File: config.mk
export PLATFORM = sky130hd
export DESIGN_NAME = top
export DESIGN_NICKNAME = d
export VERILOG_FILES = /design/src/rtl/top.sv
export SDC_FILE = /design/constraint.sdc
export NUM_CORES = 2
export LEC_CHECK = 0
export ABC_CLOCK_PERIOD_IN_PS = 28500
export CORE_UTILIZATION = 40
export DETAILED_ROUTE_END_ITERATION = 10
export PLACE_DENSITY_LB_ADDON = 0.25
export SETUP_SLACK_MARGIN = 0.5
export SYNTH_ARGS = -nofsm -noshare
export SYNTH_HDL_FRONTEND = slang
export SYNTH_SLANG_ARGS = --single-unit
File: constraint.sdc
create_clock -name clk -period 28.5 [get_ports clk]
set_input_delay 5.7 -clock clk [delete_from_list [all_inputs] [get_ports clk]]
set_output_delay 5.7 -clock clk [all_outputs]
set_load 0.03 [all_outputs]
File: src/rtl/top.sv
// Register and ALU stage of the basic 16-bit processor.
// Holds the instruction register IR, a 32 x 16-bit register file GPR and
// the product-high register SGPR. The instruction in IR executes on every
// rising clock edge and its result is written back on that same edge.
//
// Ports:
//   clk       system clock, rising edge active
//   rst       asynchronous active-high reset (clears IR, GPR, SGPR)
//   instr_in  instruction word loaded into IR when instr_we is high
//   instr_we  IR load strobe; the loaded word executes on the following edge
//   rd_sel    debug read select into GPR
//   rd_data   combinational GPR[rd_sel]
//   sgpr_out  current SGPR contents
module top (
   input  logic        clk,
   input  logic        rst,
   input  logic [31:0] instr_in,
   input  logic        instr_we,
   input  logic [4:0]  rd_sel,
   output logic [15:0] rd_data,
   output logic [15:0] sgpr_out
);

   localparam int unsigned DW   = 16;
   localparam int unsigned PW   = 2 * DW;
   localparam int unsigned IW   = 32;
   localparam int unsigned AW   = 5;
   localparam int unsigned NREG = 32;

   localparam logic [AW-1:0] OP_MOVSGPR = 5'd0;
   localparam logic [AW-1:0] OP_MOV     = 5'd1;
   localparam logic [AW-1:0] OP_ADD     = 5'd2;
   localparam logic [AW-1:0] OP_SUB     = 5'd3;
   localparam logic [AW-1:0] OP_MUL     = 5'd4;
   localparam logic [AW-1:0] OP_OR      = 5'd5;
   localparam logic [AW-1:0] OP_AND     = 5'd6;
   localparam logic [AW-1:0] OP_XOR     = 5'd7;
   localparam logic [AW-1:0] OP_XNOR    = 5'd8;
   localparam logic [AW-1:0] OP_NAND    = 5'd9;
   localparam logic [AW-1:0] OP_NOR     = 5'd10;
   localparam logic [AW-1:0] OP_NOT     = 5'd11;

   logic [IW-1:0] IR;
   logic [DW-1:0] GPR [NREG];
   logic [DW-1:0] SGPR;

   // Instruction field decode; isrc overlaps rsrc2
   logic [AW-1:0] oper_type;
   logic [AW-1:0] rdst;
   logic [AW-1:0] rsrc1;
   logic          imm_mode;
   logic [AW-1:0] rsrc2;
   logic [DW-1:0] isrc;

   assign oper_type = IR[31:27];
   assign rdst      = IR[26:22];
   assign rsrc1     = IR[21:17];
   assign imm_mode  = IR[16];
   assign rsrc2     = IR[15:11];
   assign isrc      = IR[15:0];

   // Operand selection
   logic [DW-1:0] op_a;
   logic [DW-1:0] op_b;
   logic [PW-1:0] prod;

   assign op_a = GPR[rsrc1];
   assign op_b = imm_mode ? isrc : GPR[rsrc2];
   assign prod = PW'(op_a) * PW'(op_b);

   // ALU result and write enables
   logic [DW-1:0] result;
   logic          gpr_we;
   logic          sgpr_we;

   always_comb begin
      result  = '0;
      gpr_we  = 1'b0;
      sgpr_we = 1'b0;
      case (oper_type)
         OP_MOVSGPR: begin result = SGPR;                               gpr_we = 1'b1; end
         OP_MOV:     begin result = imm_mode ? isrc : op_a;             gpr_we = 1'b1; end
         OP_ADD:     begin result = op_a + op_b;                        gpr_we = 1'b1; end
         OP_SUB:     begin result = op_a - op_b;                        gpr_we = 1'b1; end
         OP_MUL:     begin result = prod[DW-1:0]; gpr_we = 1'b1; sgpr_we = 1'b1; end
         OP_OR:      begin result = op_a | op_b;                        gpr_we = 1'b1; end
         OP_AND:     begin result = op_a & op_b;                        gpr_we = 1'b1; end
         OP_XOR:     begin result = op_a ^ op_b;                        gpr_we = 1'b1; end
         OP_XNOR:    begin result = ~(op_a ^ op_b);                     gpr_we = 1'b1; end
         OP_NAND:    begin result = ~(op_a & op_b);                     gpr_we = 1'b1; end
         OP_NOR:     begin result = ~(op_a | op_b);                     gpr_we = 1'b1; end
         OP_NOT:     begin result = imm_mode ? ~isrc : ~op_a;           gpr_we = 1'b1; end
         default:    begin result = '0;                                 gpr_we = 1'b0; end
      endcase
   end

   // Execute current IR and optionally load the next instruction on the same edge
   always_ff @(posedge clk or posedge rst) begin
      if (rst) begin
         IR   <= '0;
         SGPR <= '0;
         for (int i = 0; i < NREG; i++) begin
            GPR[i] <= '0;
         end
      end else begin
         if (gpr_we) begin
            GPR[rdst] <= result;
         end
         if (sgpr_we) begin
            SGPR <= prod[PW-1:DW];
         end
         if (instr_we) begin
            IR <= instr_in;
         end
      end
   end

   assign rd_data  = GPR[rd_sel];
   assign sgpr_out = SGPR;

endmodule

### Word-level counts from Yosys, hierarchy flattened

Index checks and enable logic that the tools add are counted.

* $add $sub $neg: 2
* multipliers: 1
* divide/modulo/power cells: 0
* order comparisons: 5
* equality and inequality tests: 11
* shift operators: 0
* mux-type cells: 18
* bitwise gates (word level): 12
* reductions and logical operators: 3

Operators by type and width (count)
* 512-bit bitwise mux: 1
* 16-bit binary-select mux with 5-bit select: 3
* 16-bit case mux with 12 select lines: 1
* 16-bit 2-to-1 mux: 10
* 16-bit demux with 5-bit select: 1
* 16-bit inverter: 5
* 16-bit by 16-bit multiplier with 32-bit output: 1
* 6-bit greater-or-equal comparator (second input constant): 4
* 5-bit inverter with 6-bit output: 4
* 5-bit by 3-bit equality test with 1-bit output (second input constant): 4
* 5-bit by 4-bit equality test with 1-bit output (second input constant): 4
* 16-bit adder: 1
* 16-bit AND: 1
* 16-bit bitwise OR: 1
* 16-bit subtractor: 1
* 16-bit XOR: 1
* 12-bit OR reduction: 1
* 5-bit by 2-bit equality test with 1-bit output (second input constant): 2
* 6-bit by 1-bit less-than comparator with 1-bit output (second input constant): 1
* 5-bit by 1-bit equality test with 1-bit output (second input constant): 1
* 5-bit logical NOT: 1
* 1-bit 2-to-1 mux: 2
* 1-bit logical AND: 1

* bits in registers: 560
* latch bits: 0
* bits in writable memories: 0
* bits in read-only memories: 0
* input bits: 40
* output and inout port bits: 32
* logic and storage cells: 86
* memories kept: 0

### Longest topological paths before layout

* word-level depth: 9
* gate-level depth with buffers: 37
* gate-level depth less buffers: 29

### Worst setup path before layout

Ideal clock, no wire load.

* path type: input-to-output
* start point: in rd_sel[0]
* end point: out rd_data[0]
* data arrival time: 8.104 ns
* required time: 22.800 ns
* path slack: 14.696 ns
* cell stages on the path: 5
* buffers on the path: 2
* cells stage by stage: clkbuf_1 buf_1 mux4_2 mux4_2 mux2_2

* longest elaborated chain between the ends: 4

RTL lines
* from (decl): line 19 `input logic [4:0] rd_sel,`
* 5-bit inverter with 6-bit output (implied by the code): line 118 `assign rd_data = GPR[rd_sel];`
* 16-bit binary-select mux with 5-bit select: line 118
* 16-bit 2-to-1 mux (implied by the code) (2 in series): line 118
* to (decl): line 20 `output logic [15:0] rd_data,`

No other way between the ends. The select of a mux whose other input is x is not followed.

### Final worst setup path

Same ends and word-level chain as after synthesis.

==> qor.txt <==
outcome: finished clean
IO Count: 72
core footprint: 111,000 um^2
via total after detailed routing: 34,300
share of cells above drive strength 1: 0.189
simple-gate share of the synthesized area: 0.103
Post-synth top flop: dfrtp_1
min Tclk post-route: 15.07 ns
Worst Max-Slew Pin Slew: 1.19 ns
TritonCTS clock tree: done
setup tns final: 0 ns
FF-to-FF setup slack: 17.72 ns
die width: 336 um
Tcrit/Tclk final: 0.529
Seq/Total Area, Yosys: 0.315
NumNets Final: 4,463
post-synth cell types: 96
clock power share: 0.159
Post-Synth XOR/XNOR Area: 0.0106
Post-Synth Adder-Cell Area: 0.130
CP Capture Type: output port
Synth warnings: 0
number of antenna violations at the first check in global routing: 4
Post-CTS Setup Repair Bufs: 0
Critical Path AT: 9.37 ns
VDD IR max: 0.000117 V
Leak: 21.2 nW
Inserted Clock Buffers: 60
Comb power frac: 0.577
clock root cell: clkbuf_16
Total Die Area: 113,000 um^2
worst slack, placed: 13.26 ns
post-synthesis mux area share: 0.266
internal power: 2.88 mW
Placement Rows: 122
pin count of the biggest net entering global routing: 110
clock slew at reported path FFs: 0.06 ns
number of synthesized flops with an enable pin: 0
WS Path Type: in -> out
largest cells by area after synthesis: dfrtp_1, mux4_2, fa_1, nand2_1, o21ai_0
Hold Vio Cnt, Final: 0
GRT Overall Usage: 0.276
hold slack: 0.511 ns
Worst Hold Class: reg -> reg
cell taking the most area after synthesis: dfrtp_1
WL/cell: 27.2 um
Net Sw Power: 2.53 mW
Initial Util: 0.403
largest fanout on the critical path: 81
Die Y: 336 um
slack of the critical path: 13.43 ns
Pwr Density: 111 nW/um^2
First DRT Iteration DRCs: 3,415
largest family of logic cells by synthesized area: multiplexers
DRT Pass-1 Iters: 7
cts-stage hold buffer count: 0
Synth Area in Compound Gates: 0.113
Setup crit start kind: primary input
Congestion Overflow GR: 0
antenna cell count: 0
Clock Path Buffers: 3
FMAX: 66.3 MHz
clock sinks: 560
Yosys top cell area share: 0.315
RR Startpoint: IR[12]
Setup crit start: rd_sel[0]
most frequent cells in the layout: nand2_1, dfrtp_1, mux4_2
Switching Share: 0.468
Final setup viols: 0
Required @ worst endpoint: 22.80 ns
first-pass GRT wire length: 230 mm
final wirelength: 153 mm
drt drc: 0
Area Growth Syn to Fin: 9.15%
#FFs+latches synth: 560
Syn Std Cell Area: 44,500 um^2
post-route clock skew: 0.0706 ns
post-CTS sizing: 0
Final ANT Viol Nets: 0
vias per inst: 6.10
Syn Inst Count: 4,206
I/O Buffers: 71
post-DP HPWL: 101 mm
RePlAce Congestion: 0.934
vias in the first global route: 34,000
Sequential Power Share: 0.265
worst rel slew slack: 0.202
synthesized area per cell: 10.6 um^2
HP Start: IR[5]
Clock Latency Late Sink: 0.70 ns
H-Tree Depth: 2
FFs w/ async S/R, synth: 1.00
max-slew violations: 0
syn_nets: 4,593
RSZ-0062 raised after global routing: no
commonest non-fill, non-tap cell in the layout: nand2_1
maxcap violations: 0
## metal layers
| layer | routed length, um | global-route usage | up-vias |
|---|---|---|---|
| met1 | 60600 | 0.366 | 17400 |
| li1 | - | - | 14800 |
| met4 | 8420 | 0.130 | 4 |
| met3 | 13000 | 0.0495 | 382 |
| met5 | 26 | 0 | - |
| met2 | 70600 | 0.437 | 1710 |
## path summary, 6_finish.rpt
| kind | to | cells after the start |
|---|---|---|
| max | rd_data[0] | 6 |
| min | IR[5] | 1 |
| max reg2reg | sgpr_out[15] | 29 |
| min reg2reg | IR[5] | 1 |
| max in group asynchronous | IR[12] | 6 |
| min in group asynchronous | GPR[408] | 2 |
## metrics by stage
step	area [um^2]	util	total power, mW	cells
after global routing	48600	0.440	5.82	5616
final	48600	0.440	5.41	5616
after global placement	46500	0.420	4.46	5502
after CTS	48600	0.440	5.38	5616
after floorplan	44500	-	3.52	4206
after detailed placement	46500	0.420	4.51	5502
## worst max-delay path, stage by stage
cell and delay (ns):
buf_8 0.62, buf_4 0.89, mux4_2 0.61, mux4_2 0.51, mux2_2 0.34, clkdlybuf4s50_1 0.63
## registers in the layout, summed over array words and instances, names as in the netlist
name,count
IR,32
GPR,512
sgpr_out,16
## cell type report
cell class / instances / area (um^2)
clock buffer: 74 / 1640
clock inverter: 40 / 512
fill: 10500 / 61900
inverter: 287 / 1080
multi-input combinational: 2984 / 27900
sequential: 560 / 14000
tap: 1488 / 1860
timing repair buffer: 183 / 1560
## synth_stat cells (8+ instances only)
cell type  number
nand2_1       696
nor2_1        226
a31oi_1        15
o21ai_0       388
mux4_2        426
buf_1          29
buf_6          20
xor2_1         12
buf_2          60
mux2_2         61
o21ai_1        99
nor2b_1        14
a22o_1         15
a21o_1         24
nor4_1         30
fa_1          194
mux2i_1       152
o31ai_1         8
inv_1         272
o22ai_1        15
clkinv_1        8
a21oi_1       134
nand2b_1       10
a211oi_1       35
nor3_1         21
ha_1          153
nand3_1        21
and2_1         11
buf_4           9
dfrtp_1       560
xnor2_1        37
clkbuf_1      248
a22oi_1        44
o211ai_1        8
and3_1         11
## power by group through the flow
stage | combinational (mW) | clock (mW) | sequential, mW
final | 3.12 | 0.858 | 1.43
after global routing | 3.44 | 0.900 | 1.48
after CTS | 3.09 | 0.870 | 1.43
after detailed placement | 3.07 | 0 | 1.44
after global placement | 3.03 | 0 | 1.43
after floorplan | 2.21 | 0 | 1.31
## cell families after synthesis
family	Yosys count
and+or+nand+nor	1091
DFF	560
xor gates and xnor gates	51
AOI/OAI and AO/OA	854
adders and majority gates	347
muxes	641
buffers and inverters	662
Power figures use the tool's default switching activity.
